<file path="src/rtl/adder_pkg.sv">
// Shared width and overflow helpers for the multi-channel streaming adder.
// Kept as constant functions so they can size ports and parameters.
package adder_pkg;

  localparam int SAT_WRAP  = 0;
  localparam int SAT_CLAMP = 1;

  // Full sum width: enough headroom that adding n_ch operands never overflows.
  function automatic int fw_f(input int dw, input int n_ch);
    return dw + $clog2(n_ch);
  endfunction

  // Clamp a signed value to the signed range of an ow-bit result.
  function automatic longint sat_f(input longint v, input int ow);
    longint hi;
    longint lo;
    hi = (longint'(1) <<< (ow - 1)) - longint'(1);
    lo = -hi - longint'(1);
    if (v > hi) begin
      return hi;
    end
    if (v < lo) begin
      return lo;
    end
    return v;
  endfunction

endpackage

</file>
<file path="src/rtl/adder_mch_m_if.sv">
// Producer-side operand streams and consumer-side sum stream of adder_mch_m.
// The master side drives operands and consumes sums; the slave side is the adder.
interface adder_mch_m_if
  import adder_pkg::*;
#(
  parameter int N_CH = 2,
  parameter int DW   = 16,
  parameter int OW   = fw_f(DW, N_CH)
) ();

  logic [N_CH*DW-1:0] in_data;
  logic [N_CH-1:0]    in_valid;
  logic [N_CH-1:0]    in_ready;
  logic [OW-1:0]      out_data;
  logic               out_valid;
  logic               out_ready;
  logic               ovf;
  logic               ovf_clr;

  modport master (
    output in_data,
    output in_valid,
    input  in_ready,
    input  out_data,
    input  out_valid,
    output out_ready,
    input  ovf,
    output ovf_clr
  );

  modport slave (
    input  in_data,
    input  in_valid,
    output in_ready,
    output out_data,
    output out_valid,
    input  out_ready,
    output ovf,
    input  ovf_clr
  );

endinterface

</file>
<file path="src/rtl/fifo_sc_m.sv">
// Single-clock operand FIFO with extra pointer MSB to tell full from empty.
// The head word is read straight out of the storage array so it is usable the cycle after the write.
module fifo_sc_m #(
  parameter int DW    = 16,
  parameter int DEPTH = 8
) (
  input  logic          clk,
  input  logic          rst,
  input  logic          wr_en,
  input  logic [DW-1:0] wr_data,
  output logic          full,
  input  logic          rd_en,
  output logic [DW-1:0] rd_data,
  output logic          empty
);

  localparam int AW = $clog2(DEPTH);

  logic [AW:0]   wr_ptr_q;
  logic [AW:0]   wr_ptr_d;
  logic [AW:0]   rd_ptr_q;
  logic [AW:0]   rd_ptr_d;
  logic          do_wr;
  logic          do_rd;
  logic [DW-1:0] mem_q [DEPTH];

  assign empty   = (wr_ptr_q == rd_ptr_q);
  assign full    = (wr_ptr_q[AW] != rd_ptr_q[AW]) &&
                   (wr_ptr_q[AW-1:0] == rd_ptr_q[AW-1:0]);
  assign rd_data = mem_q[rd_ptr_q[AW-1:0]];

  // Full is judged on registered pointers only, so a full FIFO refuses even while popping.
  always_comb begin
    do_wr    = wr_en && !full;
    do_rd    = rd_en && !empty;
    wr_ptr_d = wr_ptr_q;
    rd_ptr_d = rd_ptr_q;
    if (do_wr) begin
      wr_ptr_d = wr_ptr_q + (AW + 1)'(1);
    end
    if (do_rd) begin
      rd_ptr_d = rd_ptr_q + (AW + 1)'(1);
    end
  end

  always_ff @(posedge clk or negedge rst) begin
    if (!rst) begin
      wr_ptr_q <= '0;
      rd_ptr_q <= '0;
    end else begin
      wr_ptr_q <= wr_ptr_d;
      rd_ptr_q <= rd_ptr_d;
    end
  end

  always_ff @(posedge clk) begin
    if (do_wr) begin
      mem_q[wr_ptr_q[AW-1:0]] <= wr_data;
    end
  end

endmodule

</file>
<file path="src/rtl/adder_mch_m.sv">
// Multi-channel streaming adder: one FIFO per channel, lock-step pop, adder tree,
// wrap or saturate to OW bits, registered valid/ready output and a sticky overflow flag.
module adder_mch_m
  import adder_pkg::*;
#(
  parameter int N_CH  = 2,
  parameter int DW    = 16,
  parameter int DEPTH = 8,
  parameter int OW    = fw_f(DW, N_CH),
  parameter int SAT   = SAT_WRAP
) (
  input  logic         clk,
  input  logic         rst,
  adder_mch_m_if.slave bus
);

  localparam int FW = fw_f(DW, N_CH);
  localparam int LV = $clog2(N_CH);
  localparam int NP = 1 << LV;

  logic [N_CH-1:0]      full;
  logic [N_CH-1:0]      empty;
  logic [DW-1:0]        head [N_CH];
  logic                 fire;
  logic signed [FW-1:0] sum_full;
  logic signed [OW-1:0] res;
  logic                 clip;

  logic [OW-1:0] out_data_q;
  logic [OW-1:0] out_data_d;
  logic          out_valid_q;
  logic          out_valid_d;
  logic          ovf_q;
  logic          ovf_d;

  for (genvar gi = 0; gi < N_CH; gi++) begin : g_ch
    fifo_sc_m #(
      .DW    (DW),
      .DEPTH (DEPTH)
    ) u_fifo (
      .clk     (clk),
      .rst     (rst),
      .wr_en   (bus.in_valid[gi]),
      .wr_data (bus.in_data[gi*DW +: DW]),
      .full    (full[gi]),
      .rd_en   (fire),
      .rd_data (head[gi]),
      .empty   (empty[gi])
    );
  end

  // Balanced tree over NP leaves; channels beyond N_CH are padded with zero.
  for (genvar gl = 0; gl <= LV; gl++) begin : g_lvl
    logic signed [FW-1:0] s [NP >> gl];
    for (genvar gi = 0; gi < (NP >> gl); gi++) begin : g_node
      if (gl == 0) begin : g_leaf
        if (gi < N_CH) begin : g_op
          assign s[gi] = FW'($signed(head[gi]));
        end else begin : g_pad
          assign s[gi] = '0;
        end
      end else begin : g_add
        assign s[gi] = g_lvl[gl-1].s[2*gi] + g_lvl[gl-1].s[2*gi+1];
      end
    end
  end

  assign sum_full = g_lvl[LV].s[0];

  always_comb begin
    if (SAT == SAT_CLAMP) begin
      res = OW'(sat_f(longint'(sum_full), OW));
    end else begin
      res = sum_full[OW-1:0];
    end
    clip = (longint'(res) != longint'(sum_full));
  end

  assign fire = (&(~empty)) && (!out_valid_q || bus.out_ready);

  always_comb begin
    out_data_d  = out_data_q;
    out_valid_d = out_valid_q;
    ovf_d       = ovf_q;
    if (fire) begin
      out_data_d  = res;
      out_valid_d = 1'b1;
    end else if (bus.out_ready) begin
      out_valid_d = 1'b0;
    end
    // A clip on the same cycle as a clear still leaves the flag set.
    if (bus.ovf_clr) begin
      ovf_d = 1'b0;
    end
    if (fire && clip) begin
      ovf_d = 1'b1;
    end
  end

  always_ff @(posedge clk or negedge rst) begin
    if (!rst) begin
      out_data_q  <= '0;
      out_valid_q <= 1'b0;
      ovf_q       <= 1'b0;
    end else begin
      out_data_q  <= out_data_d;
      out_valid_q <= out_valid_d;
      ovf_q       <= ovf_d;
    end
  end

  assign bus.in_ready  = ~full;
  assign bus.out_data  = out_data_q;
  assign bus.out_valid = out_valid_q;
  assign bus.ovf       = ovf_q;

endmodule

</file>
<file path="src/flat_wrapper.sv">
// flat-port wrapper written by rule: the top's interface ports become plain ports
module adder_mch_m_flat import adder_pkg::*;
#(
  parameter int N_CH  = 2,
  parameter int DW    = 16,
  parameter int DEPTH = 8,
  parameter int OW    = fw_f(DW, N_CH),
  parameter int SAT   = SAT_WRAP
)
  (clk, rst, bus_in_data, bus_in_valid, bus_in_ready, bus_out_data, bus_out_valid, bus_out_ready, bus_ovf, bus_ovf_clr);
  adder_mch_m_if #(.N_CH(N_CH), .DW(DW), .OW(OW)) bus_i ();
  input  logic clk;
  input  logic rst;
  input wire logic [$bits(bus_i.in_data)-1:0] bus_in_data;
  input wire logic [$bits(bus_i.in_valid)-1:0] bus_in_valid;
  output wire logic [$bits(bus_i.in_ready)-1:0] bus_in_ready;
  output wire logic [$bits(bus_i.out_data)-1:0] bus_out_data;
  output wire logic [$bits(bus_i.out_valid)-1:0] bus_out_valid;
  input wire logic [$bits(bus_i.out_ready)-1:0] bus_out_ready;
  output wire logic [$bits(bus_i.ovf)-1:0] bus_ovf;
  input wire logic [$bits(bus_i.ovf_clr)-1:0] bus_ovf_clr;
  assign bus_i.in_data = bus_in_data;
  assign bus_i.in_valid = bus_in_valid;
  assign bus_in_ready = bus_i.in_ready;
  assign bus_out_data = bus_i.out_data;
  assign bus_out_valid = bus_i.out_valid;
  assign bus_i.out_ready = bus_out_ready;
  assign bus_ovf = bus_i.ovf;
  assign bus_i.ovf_clr = bus_ovf_clr;
  adder_mch_m #(.N_CH(N_CH), .DW(DW), .DEPTH(DEPTH), .OW(OW), .SAT(SAT)) u_core (.clk(clk), .rst(rst), .bus(bus_i));
endmodule
</file>
<file path="config.mk">
export PLATFORM = sky130hd
export DESIGN_NAME = adder_mch_m_flat
export DESIGN_NICKNAME = d
export VERILOG_FILES = /design/src/rtl/adder_pkg.sv /design/src/rtl/adder_mch_m_if.sv /design/src/rtl/fifo_sc_m.sv /design/src/rtl/adder_mch_m.sv /design/src/flat_wrapper.sv
export SDC_FILE = /design/constraint.sdc
export NUM_CORES = 1
export LEC_CHECK = 0
export ABC_AREA = 1
export CAP_MARGIN = 30
export CORE_MARGIN = 2
export CORE_UTILIZATION = 45
export CTS_CLUSTER_SIZE = 28
export DETAILED_ROUTE_END_ITERATION = 7
export PLACE_DENSITY = 0.58
export SLEW_MARGIN = 20
export SYNTH_ARGS = -nofsm -noshare
export SYNTH_HDL_FRONTEND = slang
export SYNTH_SLANG_ARGS = --single-unit
</file>
<file path="constraint.sdc">
create_clock -name clk -period 4.17 [get_ports clk]
set_input_delay 0.6255 -clock clk [delete_from_list [all_inputs] [get_ports clk]]
set_output_delay 0.6255 -clock clk [all_outputs]
set_load 0.02 [all_outputs]
</file>
==> flow_summary.yaml <==
critical_path:
  crit_path_top_delay_cell: "buf_4"
  arrival_ns: 2.50
  cp_cell_sequence: "buf_4 > xor2_1 > nor2_2 > nand3b_2 > clkdlybuf4s50_1"
  worst-setup-path-type: "reg -> out"
  path_max_fanout: 67
  critPathTopFamily: "buffers and inverters"
  start_kind: "register"
  crit_path_max_incr_delay_ns: 0.56
  crit_buf_inv: 2
  critPathRequiredTime_ns: 3.54
  critPathCaptureType: "output port"
drt:
  vias: 8088
  routed_wl_um: 27500
  route.detailed.drc: 0
  drt.antenna.violating_nets: 0
  drtIter0Drc: 581
  via_per_inst: 5.15
  drtPass1Iterations: 5
  wl_per_cell_um: 17.5
run:
  cap_viol_max_count: 0
synthesis:
  syn_inst: 1106
  synth_nets: 1165
  syn_area_per_cell_um2: 11.3
  async_reset_ff_frac: 0.117
  synthAdderAreaFrac: 0.0216
  syn_area_um2: 12500
  synth_edf_count: 256
  synth-xor-area-share: 0.0153
  synth.area.mux_share: 0
  synthTopCellsByArea: "edfxtp_1 (61%), nand2_1 (7.4%), dfrtp_1 (6.8%), nor2_1 (6.6%), o32ai_1 (4.5%)"
  yosysWarnings: 0
  synth_ff_type: "edfxtp_1"
  ys_seq_elements: 290
  synth_compound_gate_area_share: 0.0796
  yosysTopAreaCell: "edfxtp_1"
  synth-simple-area-share: 0.163
  synth_cell_type_count: 32
  ys_seq_area_frac: 0.683
  synth_top_area_share: 0.615
  synth_top_family_by_area: "simple AND/OR/NAND/NOR gates"
clock_tree:
  cts.hold.buffers_added: 0
  cts.sinks: 290
  clk_pin_slew_ns: 0.06
  ctsHtreeMaxLevel: 1
  ctsResizeCount: 0
  cts_setup_buffers: 0
  ctsRootBufferMaster: "clkbuf_16"
  clock_path_buffers: 3
  cts_tree: "built"
  cts_inserted_buffers: 31
  worstSkewPairLatency_ns: 0.55
status:
  status: "completed"
power_and_ir_drop:
  pwr-share-clk: 0.211
  p_comb_frac: 0.462
  p_sw_frac: 0.411
  p_switching_w: 0.00508
  seqPwrFrac: 0.327
  peakVddDrop_v: 0.000384
  pwr_density_cell_nw_per_um2: 852
  leakagePower_nw: 5.49
  internal_power_w: 0.00729
timing:
  fin_skew_ns: 0.0233
  setup_ws_ns: 1.04
  max_slew_margin: 0.391
  worst_slew_pin_slew_ns: 0.912
  slew_viol_final: 0
  grt_setup_unrepaired: "false"
  finalSetupViolCount: 0
  max_freq_mhz: 320
  hold_violations: 0
  holdWs_ns: 0.158
  finalCriticalPeriod_ns: 3.13
  finalCritPeriodShare: 0.750
  finalSetupTns_ns: 0
placement:
  gp_congestion: 0.814
  place_inst: 1513
  post-place-ws_ns: 1.12
  dp_hpwl_um: 16300
  io_buffers: 56
cells_and_area:
  layout_common_cells: "edfxtp_1 (256), nand2_1 (248), nor2_1 (218)"
  syn_to_final_growth_pct: 16.1
  diodes: 0
  drive_gt1_frac: 0.0797
  fin_cells: 1570
  layout.nets: 1227
  mostFrequentLayoutCell: "edfxtp_1"
global_route:
  grt_pass1_vias: 7605
  grt_overflow: 0
  grt_pass1_wl_um: 42500
  antenna_found_initial: 0
  grt_use_total: 0.192
  grt_max_degree: 68
floorplanning:
  start_util: 0.454
  die_w_um: 171
  io_pins: 59
  core_um2: 27600
  dieArea_um2: 29100
  rows: 61
  die_h_um: 171
hold_path:
  min_path_type: "in -> async"
## per-layer routing
| metal | up-vias | routed length, um | share of wire | GRT usage |
|---|---|---|---|---|
| met5 | - | 0 | 0 | 0 |
| met4 | 0 | 807 | 0.029 | 0.0595 |
| met3 | 48 | 1270 | 0.046 | 0.0315 |
| met2 | 147 | 12700 | 0.46 | 0.311 |
| met1 | 3928 | 12800 | 0.46 | 0.268 |
| li1 | 3965 | - | - | - |
## per-stage QoR
| step | utilization | instance area, um2 | total power (W) |
|---|---|---|---|
| floorplan | - | 12500 | 0.00816 |
| global placement | 0.492 | 13500 | 0.00978 |
| detailed placement | 0.492 | 13500 | 0.00984 |
| CTS | 0.527 | 14500 | 0.0125 |
| global route | 0.527 | 14500 | 0.0134 |
| finish | 0.527 | 14500 | 0.0124 |
## worst register-to-register path, delay by kind of cell, from the launching register on
kind,cells,cell delay [ns]
AO/OA/AOI/OAI,2,0.46
adder cells (fa/ha/maj),1,0.29
buffers and inverters,3,1.08
flip-flops,1,0.41
AND/OR/NAND/NOR,9,0.73
## power groups by stage
stage | Sequential (W) | Clock (W) | Combinational, W
2_1_floorplan | 0.00408 | 0 | 0.00407
3_3_place_gp | 0.00409 | 0 | 0.00569
3_5_place_dp | 0.00410 | 0 | 0.00574
4_1_cts | 0.00405 | 0.00267 | 0.00577
5_1_grt | 0.00410 | 0.00280 | 0.00648
6_report | 0.00404 | 0.00261 | 0.00572
## registers in the layout, summed over array words and instances, names as in the netlist
| register | count |
|---|---|
| u_core.g_ch.u_fifo.wr_ptr_q | 8 |
| u_core.g_ch.u_fifo.mem_q | 256 |
| u_core.g_ch.u_fifo.rd_ptr_q | 8 |
| u_core.bus.out_data | 17 |
| u_core.bus.out_valid | 1 |
## worst paths after layout
path | from | slack, ns | cells after the start | end
worst max-delay path | u_core.g_ch[1].u_fifo.rd_ptr_q[0] | 1.04 | 5 | bus_in_ready[1]
worst min-delay path | rst | 0.16 | 1 | u_core.g_ch[1].u_fifo.wr_ptr_q[2]
worst max register to register | u_core.g_ch[0].u_fifo.rd_ptr_q[0] | 1.11 | 15 | u_core.bus.out_data[15]
worst min register to register | u_core.bus.out_data[1] | 0.48 | 2 | u_core.bus.out_data[1]
max in group asynchronous | rst | 3.46 | 1 | u_core.g_ch[0].u_fifo.rd_ptr_q[0]
min in group clk | u_core.bus.out_data[1] | 0.48 | 2 | u_core.bus.out_data[1]
## layout make-up
cell class	instances	area [um2]
repair buffers	82	813
inverters	57	214
flip-flops and latches	290	8540
multi-input cells	706	3500
clock buffers	35	791
well taps	378	473
fillers	2381	13000
clock inverters	22	185
## Yosys cell counts, types with 2 or more instances
cell type,n
edfxtp_1,256
nand2_1,248
nor2_1,219
o21ai_0,70
o32ai_1,64
inv_1,57
dfrtp_1,34
clkbuf_1,26
nand3_1,22
ha_1,20
buf_2,12
xor2_1,11
o21ai_1,9
xnor2_1,9
a21oi_1,8
buf_4,8
buf_1,6
nand2_2,4
nand3b_1,4
nor3_1,4
nand3b_2,2
nor2_2,2
or2_2,2
## kinds of logic after synthesis
family / after synthesis
adder cells (fa/ha/maj): 21
AO/OA/AOI/OAI: 151
XOR/XNOR: 21
other: 1
flip-flops: 290
AND/OR/NAND/NOR: 512
buffers and inverters: 110
Power figures use the tool's default switching activity.
==> RTL edit: new RTL, config.mk and constraints unchanged <==
Make the reset (`rst`) synchronous in 2 clocked blocks.
--- a/src/rtl/fifo_sc_m.sv
+++ b/src/rtl/fifo_sc_m.sv
@@ -44,5 +44,5 @@
   end
 
-  always_ff @(posedge clk or negedge rst) begin
+  always_ff @(posedge clk) begin
     if (!rst) begin
       wr_ptr_q <= '0;
--- a/src/rtl/adder_mch_m.sv
+++ b/src/rtl/adder_mch_m.sv
@@ -98,5 +98,5 @@
   end
 
-  always_ff @(posedge clk or negedge rst) begin
+  always_ff @(posedge clk) begin
     if (!rst) begin
       out_data_q  <= '0;
Behaviour: differs if rst is asserted again (counterexample within 4 cycles, from zero or initial values and one cycle with rst low); with rst held inactive, the same outputs for 4 cycles.
==> RTL edit against the unedited design <==
  * Sequential cell count rose by 6
  * Area after synthesis rose by 0.53%
  * Final area barely moved
  * Routed wire length fell by 2.5%
  * Clock skew fell by 8.1 ps
  * Critical endpoint is now u_core.bus.out_data[13]
  * Utilization fell by 0.11 points
  * Synthesized cell count rose by 4.5%
  * Setup slack improved by 48 ps
  * Power fell by 27%
  * Largest cell class unchanged
==> RTL edit: results (changes against the unedited design) <==
yosys:
  yosys.area_share.adder_pct: 2.150  # was 2.161%
  synth_seq_area_share_pct: 67.52  # was 68.27%
  synthTopCellsByArea: "edfxtp_1 (61%), nand2_1 (7.3%), nor2_1 (7.0%), dfxtp_1 (6.4%), o32ai_1 (4.5%)"  # was edfxtp_1 (61%), nand2_1 (7.4%), dfrtp_1 (6.8%), nor2_1 (6.6%), o32ai_1 (4.5%)
  synth-xor-area-share_pct: 1.533  # was 1.531%
  async_flop_share_pct: 0  # was 11.72%
  synth.distinct_cells: 29  # was 32
  synth_mux_area_share_pct: 0  # unchanged
  synth_common_cells: "edfxtp_1 (256), nand2_1 (246), nor2_1 (234), inv_1 (68), o21ai_0 (68)"  # was edfxtp_1 (256), nand2_1 (248), nor2_1 (219), o21ai_0 (70), o32ai_1 (64)
  syn-num-nets: 1215  # was 1165
  synth_compound_area_share_pct: 8.678  # was 7.964%
  syn-mean-instance-area_um2: 10.88  # was 11.31 um2
  synth_ff_type: "edfxtp_1"  # unchanged
floorplanning:
  fp.dieW_um: 171.1  # was 170.7 um
finish:
  layout-drive-gt1-share_pct: 6.930  # was 7.970%
  num-nonclk-inverters: 71  # was 57
  clkbuf_count: 45  # was 35
  clock_cell_area_share_pct: 6.284  # was 6.720%
  multi_input_area_share_pct: 24.80  # was 24.13%
  final_core_util_pct: 52.60  # was 52.71%
  n_fill_cell: 2461  # was 2381
  buf_share_pct: 5.389  # was 5.600%
  largest_reg_flops: 256  # unchanged
  nets: 1276  # was 1227
  regArea_mm2: 0.008493  # was 0.008543 mm2
  multi_input_gates: 734  # was 706
  buffers: 84  # was 82
status:
  outcome: "completed"  # unchanged
sta:
  finClkSkew_ps: 15.15  # was 23.29 ps
  max_slew_margin_pct: 49.96  # was 39.14%
clock_tree:
  postCtsSetupBuffers: 0  # unchanged
  cts.sinks: 296  # was 290
  post_cts_resized: 0  # unchanged
  root_buffer: "clkbuf_16"  # unchanged
  cts_buffers: 30  # was 31
critical_path:
  crit_arrival_ps: 3520  # was 2500 ps
  slowest_stage: "inv_2"  # was buf_4
  cp_max_fo: 35  # was 67
  cpPeakStageDelay_ps: 480  # was 560 ps
global_routing:
  grt_max_degree: 65  # was 68
  grt_first_pass_wirelength_um: 41830  # was 42520 um
  antenna_found_initial: 0  # unchanged
  grt_use_total_pct: 18.67  # was 19.23%
  grt_pass1_vias: 7547  # was 7605
power_and_ir_drop:
  ir_worst_vdd_mv: 0.3187  # was 0.3838 mV
  power_leakage_nw: 5.411  # was 5.494 nW
  p_switching_mw: 3.165  # was 5.081 mW
drt:
  viasPerCell: 5.084  # was 5.152
  drtIter0Drc: 651  # was 581
  drt_wl_total_um: 26860  # was 27540 um
  drt-wirelength-per-cell_um: 16.59  # was 17.54 um
hold_path:
  hold_path_class: "register to register"  # was primary input to asynchronous set/reset pin
place:
  dp_hpwl_um: 16110  # was 16300 um
  place_congestion: 0.8134  # was 0.8141
  placed_area_mm2: 0.01362  # was 0.01355 mm2
  pre_cts_ws_ps: 1170  # was 1116 ps
  dp_cells: 1563  # was 1513
==> RTL edit: cell count changes in the layout (fill, tap and decap cells not counted), sizes merged, moves of 6 or more <==
cell,unedited run,this run
dfxtp,0,40
dfrtp,34,0
a21oi,8,38
inv,58,71
nor2,222,235
o21ai,79,68
clkbuf,35,45
clkinv,16,10
nand2,253,247
==> RTL edit: metal layers <==
layer  global-route usage [%]  routed length, um  share of wire (%)  vias to the layer above
li1                         -                  -                  -                     4126
met1                    28.20              13140                 49                     3882
met2                    29.07              11970                 45                      190
met3                    2.198               1368                5.1                       33
met4                    4.164                387                1.4                        0
met5                        0                  0                  0                        -
==> RTL edit: power by group through the flow <==
| stage | Combinational, mW | Sequential (mW) | Clock, mW |
|---|---|---|---|
| 3_5_place_dp | 3.13 | 3.53 | 0 |
| 6_report | 3.13 | 3.47 | 2.49 |
| 4_1_cts | 3.15 | 3.47 | 2.54 |
| 2_1_floorplan | 2.17 | 3.60 | 0 |
| 5_1_grt | 3.55 | 3.49 | 2.66 |
| 3_3_place_gp | 3.12 | 3.53 | 0 |
==> RTL edit: worst paths after layout <==
check	start	endpoint	slack [ps]	depth (start not counted)
worst max-delay path	register	u_core.bus.out_data[13]	1090	17
worst min register to register	u_core.bus.out_data[5]	u_core.bus.out_data[5]	470	2
worst min-delay path	u_core.bus.out_data[5]	u_core.bus.out_data[5]	470	2
worst max register to register	register	u_core.bus.out_data[13]	1090	17
==> RTL edit: cells by family after synthesis <==
logic type / Yosys count
AND/OR/NAND/NOR: 520
flip-flops: 296
AO/OA/AOI/OAI: 170
buffers and inverters: 126
XOR/XNOR: 22
adder cells (fa/ha/maj): 21
other: 1
